--- src/rtl/fdt_scheduler_pkg.sv ---
// rtl/fdt_scheduler_pkg.sv - ISO/IEC 14443-2 frame delay time constants and scheduler state type
//
// Purpose: shared constants for the PICC rx->tx turnaround scheduler.
// Ports:   none (package).
package fdt_scheduler_pkg;

    // FDT slots sit on a 128-carrier-cycle grid, offset by the polarity of the last PCD bit.
    localparam int FDT_GRID          = 128;
    localparam int FDT_OFFSET_LAST1  = 84;
    localparam int FDT_OFFSET_LAST0  = 20;
    localparam int FDT_N_MIN_DEFAULT = 9;

    typedef enum logic [2:0] {
        IDLE    = 3'd0,
        RX      = 3'd1,
        DISCARD = 3'd2,
        WAIT    = 3'd3,
        TX      = 3'd4
    } fdt_state_t;

endpackage

--- src/rtl/fdt_scheduler.sv ---
// rtl/fdt_scheduler.sv - PICC frame delay time scheduler releasing the tx encoder on the FDT grid
//
// Purpose: times the rx->tx turnaround from the end of a PCD frame and fires tx_go_o only
//          on a legal slot n*128+84 (last bit 1) or n*128+20 (last bit 0), compensated for
//          rx and tx pipeline latency. Gates the rx path while the PICC transmits.
// Ports:
//   clk_i          carrier clock (13.56 MHz)
//   rst_ni         asynchronous active-low reset
//   rx_soc_i       start of PCD frame, 1-cycle pulse
//   rx_eoc_i       end of PCD frame, level until next soc
//   rx_error_i     PCD frame decode error, 1-cycle pulse
//   last_bit_i     value of last PCD bit, stable from eoc to next soc
//   cfg_strict_i   1: only the first slot (N_MIN) may be used
//   tx_req_i       reply ready, level held until tx_go_o
//   tx_done_i      tx encoder finished, 1-cycle pulse
//   tx_go_o        start tx encoder, 1-cycle pulse
//   tx_missed_o    reply dropped (strict miss or last slot passed), 1-cycle pulse
//   rx_enable_o    rx path live; low while transmitting
//   busy_o         scheduler not idle
module fdt_scheduler
    import fdt_scheduler_pkg::*;
#(
    parameter int N_MIN      = FDT_N_MIN_DEFAULT,
    parameter int N_MAX      = 64,
    parameter int RX_LATENCY = 3,
    parameter int TX_LATENCY = 2,
    parameter int CNT_W      = 14
) (
    input  logic clk_i,
    input  logic rst_ni,
    input  logic rx_soc_i,
    input  logic rx_eoc_i,
    input  logic rx_error_i,
    input  logic last_bit_i,
    input  logic cfg_strict_i,
    input  logic tx_req_i,
    input  logic tx_done_i,
    output logic tx_go_o,
    output logic tx_missed_o,
    output logic rx_enable_o,
    output logic busy_o
);

    localparam int K_W = $clog2(N_MAX + 1);
    localparam int TOTAL_LAT = RX_LATENCY + TX_LATENCY;

    localparam logic [CNT_W-1:0] T_FIRST_L1  = CNT_W'(N_MIN * FDT_GRID + FDT_OFFSET_LAST1 - TOTAL_LAT);
    localparam logic [CNT_W-1:0] T_FIRST_L0  = CNT_W'(N_MIN * FDT_GRID + FDT_OFFSET_LAST0 - TOTAL_LAT);
    localparam logic [CNT_W-1:0] GRID        = CNT_W'(FDT_GRID);
    localparam logic [CNT_W-1:0] CNT_MAX     = '1;
    localparam logic [K_W-1:0]   SLOTS_EXTRA = K_W'(N_MAX - N_MIN);

    fdt_state_t       state_q, state_d;
    logic [CNT_W-1:0] cnt_q, cnt_d;
    logic [CNT_W-1:0] target_q, target_d;
    logic [K_W-1:0]   slots_left_q, slots_left_d;
    logic             late_q, late_d;
    logic             tx_go_q, tx_go_d;
    logic             tx_missed_q, tx_missed_d;
    logic             rx_enable_q, rx_enable_d;
    logic             busy_q, busy_d;

    logic [CNT_W-1:0] cnt_inc;
    logic             slot_hit;

    always_comb begin
        state_d      = state_q;
        cnt_d        = cnt_q;
        target_d     = target_q;
        slots_left_d = slots_left_q;
        late_d       = late_q;
        tx_go_d      = 1'b0;
        tx_missed_d  = 1'b0;

        cnt_inc = (cnt_q == CNT_MAX) ? cnt_q : cnt_q + 1'b1;
        // Compare against the count of the coming cycle so the registered tx_go lands
        // exactly in the slot cycle rather than one cycle late.
        slot_hit = (cnt_inc == target_q);

        unique case (state_q)
            IDLE: begin
                if (rx_soc_i) state_d = RX;
            end
            RX: begin
                if (rx_error_i) begin
                    state_d = DISCARD;
                end else if (rx_eoc_i) begin
                    // last_bit and cfg_strict are consumed only here; their effect lives
                    // on in the first target and the remaining-slot budget.
                    state_d      = WAIT;
                    cnt_d        = '0;
                    target_d     = last_bit_i ? T_FIRST_L1 : T_FIRST_L0;
                    slots_left_d = cfg_strict_i ? '0 : SLOTS_EXTRA;
                    late_d       = 1'b0;
                end
            end
            DISCARD: begin
                if (rx_eoc_i) state_d = IDLE;
            end
            WAIT: begin
                cnt_d = cnt_inc;
                if (rx_soc_i) begin
                    state_d = RX;
                end else if (slot_hit) begin
                    if (late_q) begin
                        tx_missed_d = 1'b1;
                        state_d     = IDLE;
                    end else if (tx_req_i) begin
                        tx_go_d = 1'b1;
                        state_d = TX;
                    end else if (slots_left_q == '0) begin
                        // Last permitted slot passed unused: arm the miss one cycle later.
                        target_d = target_q + 1'b1;
                        late_d   = 1'b1;
                    end else begin
                        target_d     = target_q + GRID;
                        slots_left_d = slots_left_q - 1'b1;
                    end
                end
            end
            TX: begin
                if (tx_done_i) state_d = IDLE;
            end
            default: state_d = IDLE;
        endcase

        // rx goes dark the cycle after tx_go and returns the cycle after tx_done.
        rx_enable_d = !(state_q == TX && !tx_done_i);
        busy_d      = (state_d != IDLE);
    end

    always_ff @(posedge clk_i or negedge rst_ni) begin
        if (!rst_ni) begin
            state_q      <= IDLE;
            cnt_q        <= '0;
            target_q     <= '0;
            slots_left_q <= '0;
            late_q       <= 1'b0;
            tx_go_q      <= 1'b0;
            tx_missed_q  <= 1'b0;
            rx_enable_q  <= 1'b1;
            busy_q       <= 1'b0;
        end else begin
            state_q      <= state_d;
            cnt_q        <= cnt_d;
            target_q     <= target_d;
            slots_left_q <= slots_left_d;
            late_q       <= late_d;
            tx_go_q      <= tx_go_d;
            tx_missed_q  <= tx_missed_d;
            rx_enable_q  <= rx_enable_d;
            busy_q       <= busy_d;
        end
    end

    assign tx_go_o     = tx_go_q;
    assign tx_missed_o = tx_missed_q;
    assign rx_enable_o = rx_enable_q;
    assign busy_o      = busy_q;

endmodule
--- config.mk ---
export PLATFORM = sky130hd
export DESIGN_NAME = fdt_scheduler
export DESIGN_NICKNAME = d
export VERILOG_FILES = /design/src/rtl/fdt_scheduler_pkg.sv /design/src/rtl/fdt_scheduler.sv
export SDC_FILE = /design/constraint.sdc
export NUM_CORES = 1
export LEC_CHECK = 0
export CAP_MARGIN = 40
export CORE_AREA = 2 2 88 153
export DETAILED_ROUTE_END_ITERATION = 7
export DIE_AREA = 0 0 90 155
export PLACE_DENSITY_LB_ADDON = 0.05
export SKIP_LAST_GASP = 1
export SYNTH_ARGS = -nofsm -noshare
export SYNTH_HDL_FRONTEND = slang
export SYNTH_SLANG_ARGS = --single-unit
--- constraint.sdc ---
create_clock -name clk_i -period 6.7 [get_ports clk_i]
set_input_delay 1.005 -clock clk_i [delete_from_list [all_inputs] [get_ports clk_i]]
set_output_delay 1.005 -clock clk_i [all_outputs]
set_load 0.05 [all_outputs]
# ---- Word level (Yosys, flattened, before mapping)
# Index checks and enable logic that the tools add are counted.
dict set report totals {
  reg_bits 43
  wordCells 86
}
dict set report classes {
  n_addsub 4
  eq_ne 13
  n_mux 49
  reduce_logical 11
}
# op count
set op_table {}
lappend op_table {{$mux 14} 10}
lappend op_table {{$mux 7} 8}
lappend op_table {{$pmux 14 s2} 2}
lappend op_table {{$add 14x1->14 const B} 2}
lappend op_table {{$mux 3} 9}
lappend op_table {{$mux 1} 16}
lappend op_table {{$pmux 3 s5} 1}
lappend op_table {{$add 14x8->14 const B} 1}
lappend op_table {{$eq 14x14->1} 1}
lappend op_table {{$eq 14x14->1 const B} 1}
lappend op_table {{$ne 2x2->1 const B} 7}
lappend op_table {{$pmux 7 s2} 1}
lappend op_table {{$reduce_and 8->1} 1}
lappend op_table {{$logic_not 7->1} 1}
lappend op_table {{$reduce_and 7->1} 1}
lappend op_table {{$sub 7x1->7 const B} 1}
lappend op_table {{$eq 3x2->1 const B} 2}
lappend op_table {{$mux 6} 1}
lappend op_table {{$reduce_and 5->1} 1}
lappend op_table {{$eq 3x1->1 const B} 1}
lappend op_table {{$eq 3x3->1 const B} 1}
lappend op_table {{$logic_not 3->1} 1}
lappend op_table {{$reduce_and 3->1} 1}
lappend op_table {{$reduce_bool 3->1} 1}
lappend op_table {{4 further kinds} 5}

# ---- Logic depth before layout (Yosys ltp)
dict set report logic_depth {
  word_depth 7
  depth_mapped 11
  depth_no_buf 9
}

# ---- Worst setup path before layout
# OpenSTA, ideal clock, no wires.
dict set report synth_timing {
  path_type {register to register}
  start {register cnt_q[0]}
  end {register busy_q (netlist: busy_o)}
  t_arrival_ns 2.920
  t_required_ns 6.561
  path_slack_ns 3.641
  path_stages_with_launch 12
  path_buffers 2
  synth_period_minus_slack_ns 3.059
  path_cell_list {dfrtp_1 > ha_1 > nand3_4 > nor4_2 > buf_4 > nor3_2 > or4b_4 > nand2_4 > and4_1 > buf_6 > a41oi_4 > or4_1}
}
dict set report synth_between {
  elab_chain_cells 7
  elab_cells_between_ends 8
  classes_between {add/sub (1); eq/ne (2); mux (4); reduce/logical (1)}
}
# item line_no
set synth_rtl {}
lappend synth_rtl {{start, declared} fdt_scheduler.sv:54} ;# logic [CNT_W-1:0] cnt_q, cnt_d;
lappend synth_rtl {{start signal, assigned} fdt_scheduler.sv:145} ;# cnt_q <= cnt_d;
lappend synth_rtl {{$add 14x1->14 / $eq 14x14->1 (equally long branches)} fdt_scheduler.sv:75} ;# cnt_inc = (cnt_q == CNT_MAX) ? cnt_q : cnt_q + 1'b1;
lappend synth_rtl {{$mux 14 (*)} fdt_scheduler.sv:75}
lappend synth_rtl {{$eq 14x14->1 (*)} fdt_scheduler.sv:78} ;# slot_hit = (cnt_inc == target_q);
lappend synth_rtl {{$mux 3 (*)} fdt_scheduler.sv:104} ;# end else if (slot_hit) begin
lappend synth_rtl {{$mux 3 (*)} fdt_scheduler.sv:102} ;# if (rx_soc_i) begin
lappend synth_rtl {{$pmux 3 s5 (*)} fdt_scheduler.sv:80} ;# unique case (state_q)
lappend synth_rtl {{named net state_d[0]} fdt_scheduler.sv:53} ;# fdt_state_t state_q, state_d;
lappend synth_rtl {{$reduce_bool 3->1 (*)} fdt_scheduler.sv:129} ;# busy_d = (state_d != IDLE);
lappend synth_rtl {{named net busy_d} fdt_scheduler.sv:61} ;# logic busy_q, busy_d;
lappend synth_rtl {{end signal, assigned} fdt_scheduler.sv:152} ;# busy_q <= busy_d;
lappend synth_rtl {{end, declared} fdt_scheduler.sv:61}
# Mark *: on every way through the listed nets, which the timed path passes. The rest lies on a longest branch.
# A chain may end at the register's enable or synchronous reset.

# ---- Worst setup path in the final report
dict set report layout_timing {
  start {register cnt_q[1]}
  end {register slots_left_q[4]}
}
dict set report layout_between {
  elab_chain_cells 5
  elab_cells_between_ends 6
  classes_between {add/sub (1); eq/ne (3); mux (1); reduce/logical (1)}
}
# item line_no
set layout_rtl {}
lappend layout_rtl {{$add 14x1->14 / $eq 14x14->1 (equally long branches)} fdt_scheduler.sv:75}
lappend layout_rtl {{$mux 14 (*)} fdt_scheduler.sv:75}
lappend layout_rtl {{$eq 14x14->1 (*)} fdt_scheduler.sv:78}
lappend layout_rtl {{$ne 2x2->1 (no source line) (*)} n/a}
lappend layout_rtl {{$reduce_and 8->1 (no source line) (*)} n/a}
lappend layout_rtl {{end signal, assigned} fdt_scheduler.sv:147} ;# slots_left_q <= slots_left_d;
lappend layout_rtl {{end, declared} fdt_scheduler.sv:56} ;# logic [K_W-1:0] slots_left_q, slots_left_d;
# Every way passes the cells marked *; elsewhere a longest branch is shown, timed or not.

==> run summary <==
Final Net Count - 385
routed via count - 2836
Max Slew Vio Count - 0
Skew-Pair Late Insertion Delay - 0.29 ns
syn nets - 383
Synth Flop Type - dfrtp_1
final worst-path cycle share - 58.7%
max cap viols - 0
status - finished, final reports clean
PD cells - 317 nW/um2
Fin Setup TNS - 0 ns
Antenna Nets Post-Route - 0
RePlAce Congestion - 0.816
area leader, netlist - dfrtp_1
Area Growth Syn to Fin - 13.4%
Fin. Hold Viols - 0
Placement Cell Area - 3380 um2
vias in the first global route - 3025
io pins - 13
clk buf depth - 2
register bit total from synthesis - 43
port buffer count - 12
peak supply drop - 141 uV
vias per inst - 5.22
LEAKAGE - 1.40 nW
Cell variety after synth - 65
most frequent CP cell - o21ai_0
Setup Viol. Count Final - 0
Post-CTS Setup Repair Bufs - 0
final WL - 11000 um
CTS tree - done
post-route cell area - 3540 um2
RSZ-0062 raised after global routing - no
clock root cell - clkbuf_16
Syn Inst Count - 370
First DRT Iteration DRCs - 138
class of the tightest hold or removal check - reg -> reg
DP Wirelength - 8290 um
layout cells sized above 1 - 9.14%
synth warn - 0
Post-synth EDFFs - 0
worst path buffer plus inverter count - 0
worst hold start - slots_left_q[6]
R2R Path Start - cnt_q[1]
CTS sink cnt - 43
Seq/Total Area, Yosys - 34.5%
Routed wire per std cell - 20.3 um
Post-Place Cells - 536
Largest delay share family, worst path - simple AND/OR/NAND/NOR gates
CTS buffer count - 5
critical path launch point type - flip-flop
# rows - 55
Worst Setup End Kind - flip-flop
achievable frequency - 254 MHz
total power - 1.12 mW
Post-synth ARST share - 100%
max incr delay on CP - 0.88 ns
CP arrival - 4.08 ns
clk slew on worst S/H paths - 0.06 ns
Setup crit start - cnt_q[1]
Worst path slowest cell - nor4_2
die width - 90 um
max_slew headroom - 36.5%
Setup CP Type - reg -> reg
overall routing resource usage - 16.4%
H-tree depth - 2
post-synth top area share - 33.7%
Synth Area per Inst - 8.43 um2
non-filler cells, final - 543
Setup Skew - 0.00669 ns
initial antenna violation count - 0
die height - 155 um
Critical Path Fanout Max - 11
minimum clock period - 3.93 ns
largest net degree at the start of global routing - 44
flop2flop setup slack - 2.77 ns
Starting Density - 24.4%
gr ovfl total - 0
DR pass1 iterations - 4
top cells by area, synth - dfrtp_1 34%, nor2_1 5.2%, o21ai_0 4.5%
global-route wire length before repair - 17400 um
cts hold-fix bufs - 0
post_cts resized - 0
worst-path cell chain - ha_1 > nand3_4 > nor4_2 > nor3_2 > or4b_4 > a2111oi_0 > a21oi_1 > o21ai_0 > o21ai_0
ANT cells - 0
total die area - 14000 um2
Req. time, crit path - 6.84 ns
post-synth design cell area - 3120 um2
core region area - 12800 um2
Slew @ Worst Pin - 0.944 ns
DR DRC count - 0
-- worst paths after layout --
kind	endpoint	depth (start not counted)
min reg2reg	slots_left_q[6]	1
min in group asynchronous	target_q[2]	2
max reg2reg	slots_left_q[4]	9
max	slots_left_q[4]	9
max in group asynchronous	cnt_q[5]	2
min	slots_left_q[6]	1
-- metrics by stage --
stage / setup WS [ns] / util [%] / hold WS, ns
CTS: 2.70 / 27.6 / 0.525
finish: 2.77 / 27.6 / 0.520
floorplan: 3.64 / - / 0.472
detailed placement: 2.72 / 26.4 / 0.509
global route: 2.32 / 27.6 / 0.557
global placement: 2.73 / 26.3 / 0.502
-- cells in the final DEF, fill, tap and decap left out, types with 3 or more instances in the layout --
cell type / n
o211ai_1: 3
ha_1: 4
inv_1: 17
xnor2_1: 7
and2_1: 3
a41oi_1: 6
a2bb2oi_1: 3
o31ai_1: 4
and3_1: 11
o21a_1: 3
xor2_1: 5
a31oi_1: 6
dfrtp_1: 42
nor4_1: 4
clkbuf_16: 5
or3_1: 3
o22a_1: 3
or2_2: 3
nor3_2: 3
nand2b_1: 4
a21oi_1: 24
nand4_1: 11
nand2_1: 27
clkdlybuf4s50_1: 11
nor2b_1: 6
o21ai_0: 28
or4_1: 5
and4_1: 5
nor3_1: 10
nand3_1: 13
mux2_2: 6
nor2_1: 43
-- report_power, final --
part	internal, mW	total, mW	leakage, nW	switching [mW]
clock network	0.174	0.284	0.0769	0.109
logic	0.166	0.457	0.769	0.291
registers	0.304	0.380	0.550	0.0762
total	0.645	1.12	1.40	0.477
-- worst reg2reg max path, delay by kind of cell, from the launching register on --
kind,cells,cell delay [ns]
flip-flops,1,0.45
AO/OA/AOI/OAI,4,1.33
adder cells (fa/ha/maj),1,0.31
AND/OR/NAND/NOR,4,1.71
-- state kept, by name (all words and copies together) (netlist names) --
signal        count
busy_o            1
cnt_q            14
late_q            1
rx_enable_o       1
slots_left_q      7
state_q           3
target_q         14
tx_go_o           1
tx_missed_o       1
-- cell usage after synthesis (3+ instances only) --
cell and instances:
or4_1 5, a41oi_1 6, dfrtp_1 42, and2_1 3
o211ai_1 3, buf_2 4, nor4_1 4, nand4_1 11
xor2_1 5, a21oi_1 24, nand2b_1 4, nor2b_1 6
o21ai_0 28, nand2_1 27, nand3_1 13, a2bb2oi_1 3
nor3_1 11, o22a_1 3, or2_2 3, xnor2_1 7
clkbuf_1 11, o21a_1 3, mux2_2 6, buf_4 3
and3_1 11, nor2_1 43, a31oi_1 6, inv_1 17
and4_1 5, ha_1 4, or3_1 3, o31ai_1 4
-- logic make-up (layout without fill, tap and decap cells) --
logic type / count (synthesis) / in the layout / synth area share (%)
xor gates and xnor gates: 12 / 12 / 3.37
adders and majority gates: 4 / 4 / 1.60
AOI/OAI and AO/OA: 101 / 101 / 22.3
and+or+nand+nor: 164 / 164 / 29.8
muxes: 9 / 9 / 3.17
buffers and inverters: 37 / 39 / 5.33
DFF: 43 / 43 / 34.5
-- final cells by class --
type / count / area, um2
clock buffers: 6 / 129
inverters: 17 / 63.8
multi-input cells: 290 / 1880
flip-flops and latches: 43 / 1080
well taps: 171 / 214
repair buffers: 15 / 141
fillers: 1423 / 9260
clock inverters: 1 / 30.0
-- layer usage --
layer  up-vias  track usage, %  routed length (um)  share of wire [%]
li1       1376               -                   -                  -
met4         0            7.62                 391                3.5
met1      1392            15.7                3930                 36
met5         -               0                   0                  0
met2        46            33.6                6470                 59
met3        22            2.18                 252                2.3
Power figures use the tool's default switching activity.
